<file path="src/rtl/fetch_sequencer_if.sv">
// Fetch-sequencer bundle: start control, SRAM read port, instruction
// handshake towards decode, redirect inputs and status outputs.
// The master modport is the sequencer itself; slave is its environment.
interface fetch_sequencer_if #(
    parameter int ADDR  = 4,
    parameter int WIDTH = 8
);
    logic             start;
    logic             mem_cs;
    logic [ADDR-1:0]  mem_addr;
    logic [WIDTH-1:0] mem_data;
    logic [WIDTH-1:0] instr;
    logic             instr_valid;
    logic             instr_ready;
    logic             jump_en;
    logic [ADDR-1:0]  jump_addr;
    logic [ADDR-1:0]  pc;
    logic             busy;
    logic             halted;

    modport master (
        input  start,
        input  mem_data,
        input  instr_ready,
        input  jump_en,
        input  jump_addr,
        output mem_cs,
        output mem_addr,
        output instr,
        output instr_valid,
        output pc,
        output busy,
        output halted
    );

    modport slave (
        output start,
        output mem_data,
        output instr_ready,
        output jump_en,
        output jump_addr,
        input  mem_cs,
        input  mem_addr,
        input  instr,
        input  instr_valid,
        input  pc,
        input  busy,
        input  halted
    );
endinterface

</file>
<file path="src/rtl/fetch_sequencer.sv">
// Instruction-fetch controller for a single-port synchronous SRAM with a
// one-cycle registered read. Each instruction costs one REQ cycle (chip
// select), one CAPT cycle (data returns) and at least one VALID cycle
// (held until decode accepts it). A HALT_OP opcode parks the sequencer.
module fetch_sequencer #(
    parameter int              ADDR    = 4,
    parameter int              WIDTH   = 8,
    parameter int              OPW     = 4,
    parameter logic [OPW-1:0]  HALT_OP = 4'hF
) (
    input  logic              clk,
    input  logic              rst,
    fetch_sequencer_if.master bus
);

    typedef enum logic [1:0] {
        IDLE  = 2'd0,
        REQ   = 2'd1,
        CAPT  = 2'd2,
        VALID = 2'd3
    } state_t;

    state_t           state_q;
    logic [ADDR-1:0]  pc_q;
    logic [ADDR-1:0]  pc_d;
    logic [WIDTH-1:0] instr_q;
    logic             instr_valid_q;
    logic             halted_q;
    logic             handshake;
    logic             is_halt;

    // Sequential increment wraps naturally at 2^ADDR.
    assign pc_d      = pc_q + ADDR'(1);
    assign handshake = instr_valid_q & bus.instr_ready;
    assign is_halt   = (instr_q[WIDTH-1 -: OPW] == HALT_OP);

    // Fetch FSM: owns state, pc, instruction register and halt flag.
    always_ff @(posedge clk or posedge rst) begin
        if (rst) begin
            state_q       <= IDLE;
            pc_q          <= '0;
            instr_q       <= '0;
            instr_valid_q <= 1'b0;
            halted_q      <= 1'b0;
        end else begin
            case (state_q)
                IDLE: begin
                    if (bus.start) begin
                        state_q  <= REQ;
                        halted_q <= 1'b0;
                    end
                end
                REQ: begin
                    state_q <= CAPT;
                end
                CAPT: begin
                    // SRAM output is valid only in this cycle.
                    instr_q       <= bus.mem_data;
                    pc_q          <= pc_d;
                    instr_valid_q <= 1'b1;
                    state_q       <= VALID;
                end
                VALID: begin
                    if (handshake) begin
                        instr_valid_q <= 1'b0;
                        if (is_halt) begin
                            // Halt wins over any redirect; pc stays put so a
                            // later start resumes after the halt word.
                            halted_q <= 1'b1;
                            state_q  <= IDLE;
                        end else begin
                            if (bus.jump_en) begin
                                pc_q <= bus.jump_addr;
                            end
                            state_q <= REQ;
                        end
                    end
                end
                default: begin
                    state_q <= IDLE;
                end
            endcase
        end
    end

    // SRAM port is decoded straight from state so the read issues in REQ.
    assign bus.mem_cs      = (state_q == REQ);
    assign bus.mem_addr    = (state_q == REQ) ? pc_q : '0;

    assign bus.instr       = instr_q;
    assign bus.instr_valid = instr_valid_q;
    assign bus.pc          = pc_q;
    assign bus.busy        = (state_q != IDLE);
    assign bus.halted      = halted_q;

endmodule

</file>
<file path="src/flat_wrapper.sv">
// flat-port wrapper written by rule: the top's interface ports become plain ports
module fetch_sequencer_flat 
#(
    parameter int              ADDR    = 4,
    parameter int              WIDTH   = 8,
    parameter int              OPW     = 4,
    parameter logic [OPW-1:0]  HALT_OP = 4'hF
)
  (clk, rst, bus_start, bus_mem_data, bus_instr_ready, bus_jump_en, bus_jump_addr, bus_mem_cs, bus_mem_addr, bus_instr, bus_instr_valid, bus_pc, bus_busy, bus_halted);
  fetch_sequencer_if #(.ADDR(ADDR), .WIDTH(WIDTH)) bus_i ();
  input  logic clk;
  input  logic rst;
  input wire logic [$bits(bus_i.start)-1:0] bus_start;
  input wire logic [$bits(bus_i.mem_data)-1:0] bus_mem_data;
  input wire logic [$bits(bus_i.instr_ready)-1:0] bus_instr_ready;
  input wire logic [$bits(bus_i.jump_en)-1:0] bus_jump_en;
  input wire logic [$bits(bus_i.jump_addr)-1:0] bus_jump_addr;
  output wire logic [$bits(bus_i.mem_cs)-1:0] bus_mem_cs;
  output wire logic [$bits(bus_i.mem_addr)-1:0] bus_mem_addr;
  output wire logic [$bits(bus_i.instr)-1:0] bus_instr;
  output wire logic [$bits(bus_i.instr_valid)-1:0] bus_instr_valid;
  output wire logic [$bits(bus_i.pc)-1:0] bus_pc;
  output wire logic [$bits(bus_i.busy)-1:0] bus_busy;
  output wire logic [$bits(bus_i.halted)-1:0] bus_halted;
  assign bus_i.start = bus_start;
  assign bus_i.mem_data = bus_mem_data;
  assign bus_i.instr_ready = bus_instr_ready;
  assign bus_i.jump_en = bus_jump_en;
  assign bus_i.jump_addr = bus_jump_addr;
  assign bus_mem_cs = bus_i.mem_cs;
  assign bus_mem_addr = bus_i.mem_addr;
  assign bus_instr = bus_i.instr;
  assign bus_instr_valid = bus_i.instr_valid;
  assign bus_pc = bus_i.pc;
  assign bus_busy = bus_i.busy;
  assign bus_halted = bus_i.halted;
  fetch_sequencer #(.ADDR(ADDR), .WIDTH(WIDTH), .OPW(OPW), .HALT_OP(HALT_OP)) u_core (.clk(clk), .rst(rst), .bus(bus_i));
endmodule
</file>
<file path="config.mk">
export PLATFORM = sky130hd
export DESIGN_NAME = fetch_sequencer_flat
export DESIGN_NICKNAME = d
export VERILOG_FILES = /design/src/rtl/fetch_sequencer_if.sv /design/src/rtl/fetch_sequencer.sv /design/src/flat_wrapper.sv
export SDC_FILE = /design/constraint.sdc
export NUM_CORES = 1
export LEC_CHECK = 0
export ABC_AREA = 1
export BUFFER_PORTS_ARGS = -buffer_cell sky130_fd_sc_hd__buf_2
export CAP_MARGIN = 20
export CORE_ASPECT_RATIO = 1.4
export CORE_MARGIN = 2
export CORE_UTILIZATION = 40
export DETAILED_ROUTE_END_ITERATION = 10
export PLACE_DENSITY = 0.68
export SYNTH_ARGS = -nofsm -noshare
export SYNTH_HDL_FRONTEND = slang
export SYNTH_SLANG_ARGS = --single-unit
</file>
<file path="constraint.sdc">
create_clock -name clk -period 2.6 [get_ports clk]
set_input_delay 0.39 -clock clk [delete_from_list [all_inputs] [get_ports clk]]
set_output_delay 0.39 -clock clk [all_outputs]
set_load 0.01 [all_outputs]
</file>
==> key figures <==
Status
  – Status: completed

Place
  – DP Area: approximately 0.0011 sq mm
  – Final GP Congestion: 0.7566
  – Post-DP HPWL: approximately 1600 um
  – IO Port Bufs: 36
  – Cell Count Post-Placement: between 150 and 200

GRT
  – First-pass GRT wire length: 3291 um
  – Antenna violations before repair: 0
  – Number of global-route vias before repair: 809
  – GR Overflow Total: 0
  – Largest net degree at the start of global routing: 17
  – Gr usage total: 16.75%

Synthesis
  – Mapped cell area: around 910 sq um
  – Netlist cell types: 17
  – Sequential fraction of the synthesis area: about 44%
  – Cells after Synth: 121
  – Post-synthesis average cell area: between 7 and 8 sq um
  – Syn_nets: 145
  – Yosys reg bits: 16
  – Synth warn: 0

Timing
  – Setup violations, final: 0
  – TNS Setup: 0 ps
  – RSZ-0062 raised after global routing: false
  – Clk_skew: between 1.5 and 2 ps
  – Crit path time final: 1770 ps
  – Slew Limit Headroom: approximately three fifths
  – Max Slew Vio Count: 0
  – Final Hold Violating Endpoints: 0
  – Worst hold slack: between 100 and 150 ps
  – F_max: 0.5649 GHz
  – Period utilization: ~68%
  – Worst Tran Pin Value: 611.2 ps

Route
  – Initial DRC Count: 6
  – Avg WL per Cell: 11.10 um
  – Post-Route WL: slightly above 2000 um
  – DR pass1 iterations: 4
  – Total number of vias: about 880
  – Via-to-Cell Ratio: 4.852
  – ANT nets after route: 0
  – DRC errors left: 0

Cells and area
  – Nets: between 150 and 200
  – Design area: 0.001145 sq mm
  – Fin cells: between 150 and 200
  – N_diodes: 0
  – Area delta synth->final: 26.38%
  – Share of cells above drive strength 1: 28.13%
  – Fill cells: 214

Floorplan
  – Row count: 20
  – Total I/O pin count: 37
  – Die height: 60.31 um
  – Core ar.: approximately 0.0022 sq mm
  – Die Area: around 0.0027 sq mm
  – Die width: between 40 and 50 um
  – Starting Density: between 40% and 50%

Critical path
  – Crit start category: register
  – Reg2reg start: u_core.state_q[0]
  – Critical Path AT: around 1400 ps
  – R2R setup slack: 1050 ps
  – Reg2Reg Depth: 8
  – CP max FO: 5
  – Crit path kind: reg -> out
  – Critical Path RT: ~2200 ps
  – CP Capture Type: primary output
  – FF-to-FF End: u_core.bus.pc[2]

Clock network
  – Hold_buf cts: 0
  – Root buffer cell: clkbuf_4
  – CTS tree: built
  – CTS sink cnt: 16
  – Post-cts gate resize count: 0
  – Clock Latency Late Sink: 290 ps
  – Post-CTS setup buffer count: 0
  – Register clock-pin slew on the reported worst setup and hold paths: 100 ps
  – Clk buf depth: 2
  – TritonCTS buffer count: 3
  – Max H-tree Level: 1

Power and ir drop
  – Peak supply drop: ~0.0006 V
  – Power Density: roughly 1200 mW/mm^2
  – Leak: 0.7105 nW

Hold path
  – Hold Crit Class: in -> async

Flow run
  – Max Cap Viol: 0
per-layer routing:
metal | vias up | part of all wire [%] | global-route usage [%]
met5 | - | 0 | 0
met4 | 0 | 1.5 | 6.494
met3 | 5 | 7.5 | 1.813
met2 | 40 | 53 | 32.14
met1 | 391 | 38 | 18.32
li1 | 447 | - | -
how the worst max path moves through the flow:
stage,start,endpoint,slack [ps],depth (start not counted)
4_1_cts,u_core.state_q[1],bus_mem_addr[2],840,5
3_5_place_dp,u_core.state_q[0],u_core.bus.pc[2],1060,8
5_1_grt,u_core.state_q[1],bus_mem_addr[1],730,5
6_report,u_core.state_q[1],bus_mem_addr[2],830,5
3_3_place_gp,u_core.state_q[0],u_core.bus.pc[3],1140,8
2_1_floorplan,u_core.state_q[1],bus_mem_addr[2],1270,4
critical path, stage by stage, from the launching register on:
cell and delay, ps:
dfrtp_1 430, inv_1 160, ha_1 260, nand2_1 80, inv_1 50, buf_2 110
final cells by class:
class	count	area, sq um	area share (%)
clock buffer	4	36.28	3.169
inverter	15	56.30	4.918
multi-input combinational	89	444.2	38.80
sequential	16	400.4	34.97
tap	22	27.53	2.404
timing repair buffer	36	180.2	15.74
synthesized netlist by cell type (all sizes together):
library cell | number | area share (%)
nand3 | 7 | 5.2
ha | 7 | 9.7
nand2 | 58 | 24
nor2 | 6 | 2.5
or2 | 2 | 1.7
o21ai | 6 | 3.3
nand4 | 1 | 0.69
mux2i | 1 | 1.1
a21oi | 1 | 0.55
dfrtp | 16 | 44
buf | 1 | 0.55
inv | 15 | 6.2
power by group:
part / total [mW] / leakage, nW / switching, mW / internal (mW)
clock network: 0.170 / 0.0210 / 0.0844 / 0.0855
registers: 0.478 / 0.196 / 0.110 / 0.369
logic: 0.751 / 0.493 / 0.451 / 0.300
sequential cells by signal (all words and copies together), names as in the netlist:
register	cells
u_core.bus.instr	8
u_core.bus.instr_valid	1
u_core.state_q	2
u_core.bus.halted	1
u_core.bus.pc	4
cell families after synthesis:
kind of cell	synth area share, %
flip-flops	44.20
adder cells (fa/ha/maj)	9.668
buffers and inverters	6.767
AO/OA/AOI/OAI	3.867
AND/OR/NAND/NOR	34.39
multiplexers	1.105
stage by stage:
step | power, mW | utilization [%] | worst slack (ps)
finish | 1.400 | 53.20 | 829.6
detailed placement | 1.247 | 51.51 | 1060
floorplan | 0.9864 | - | 1272
global route | 1.552 | 53.20 | 733.0
CTS | 1.414 | 53.20 | 835.5
global placement | 1.210 | 51.51 | 1138
placed cells by master, fill, tap and decap left out, types with 2 or more instances in the layout:
master,instances
buf_2,36
clkbuf_4,3
dfrtp_1,16
ha_1,7
inv_1,14
nand2_1,57
nand3_1,6
nor2_1,6
o21ai_0,4
o21ai_1,2
No activity file was read; power rests on OpenSTA's default activity.
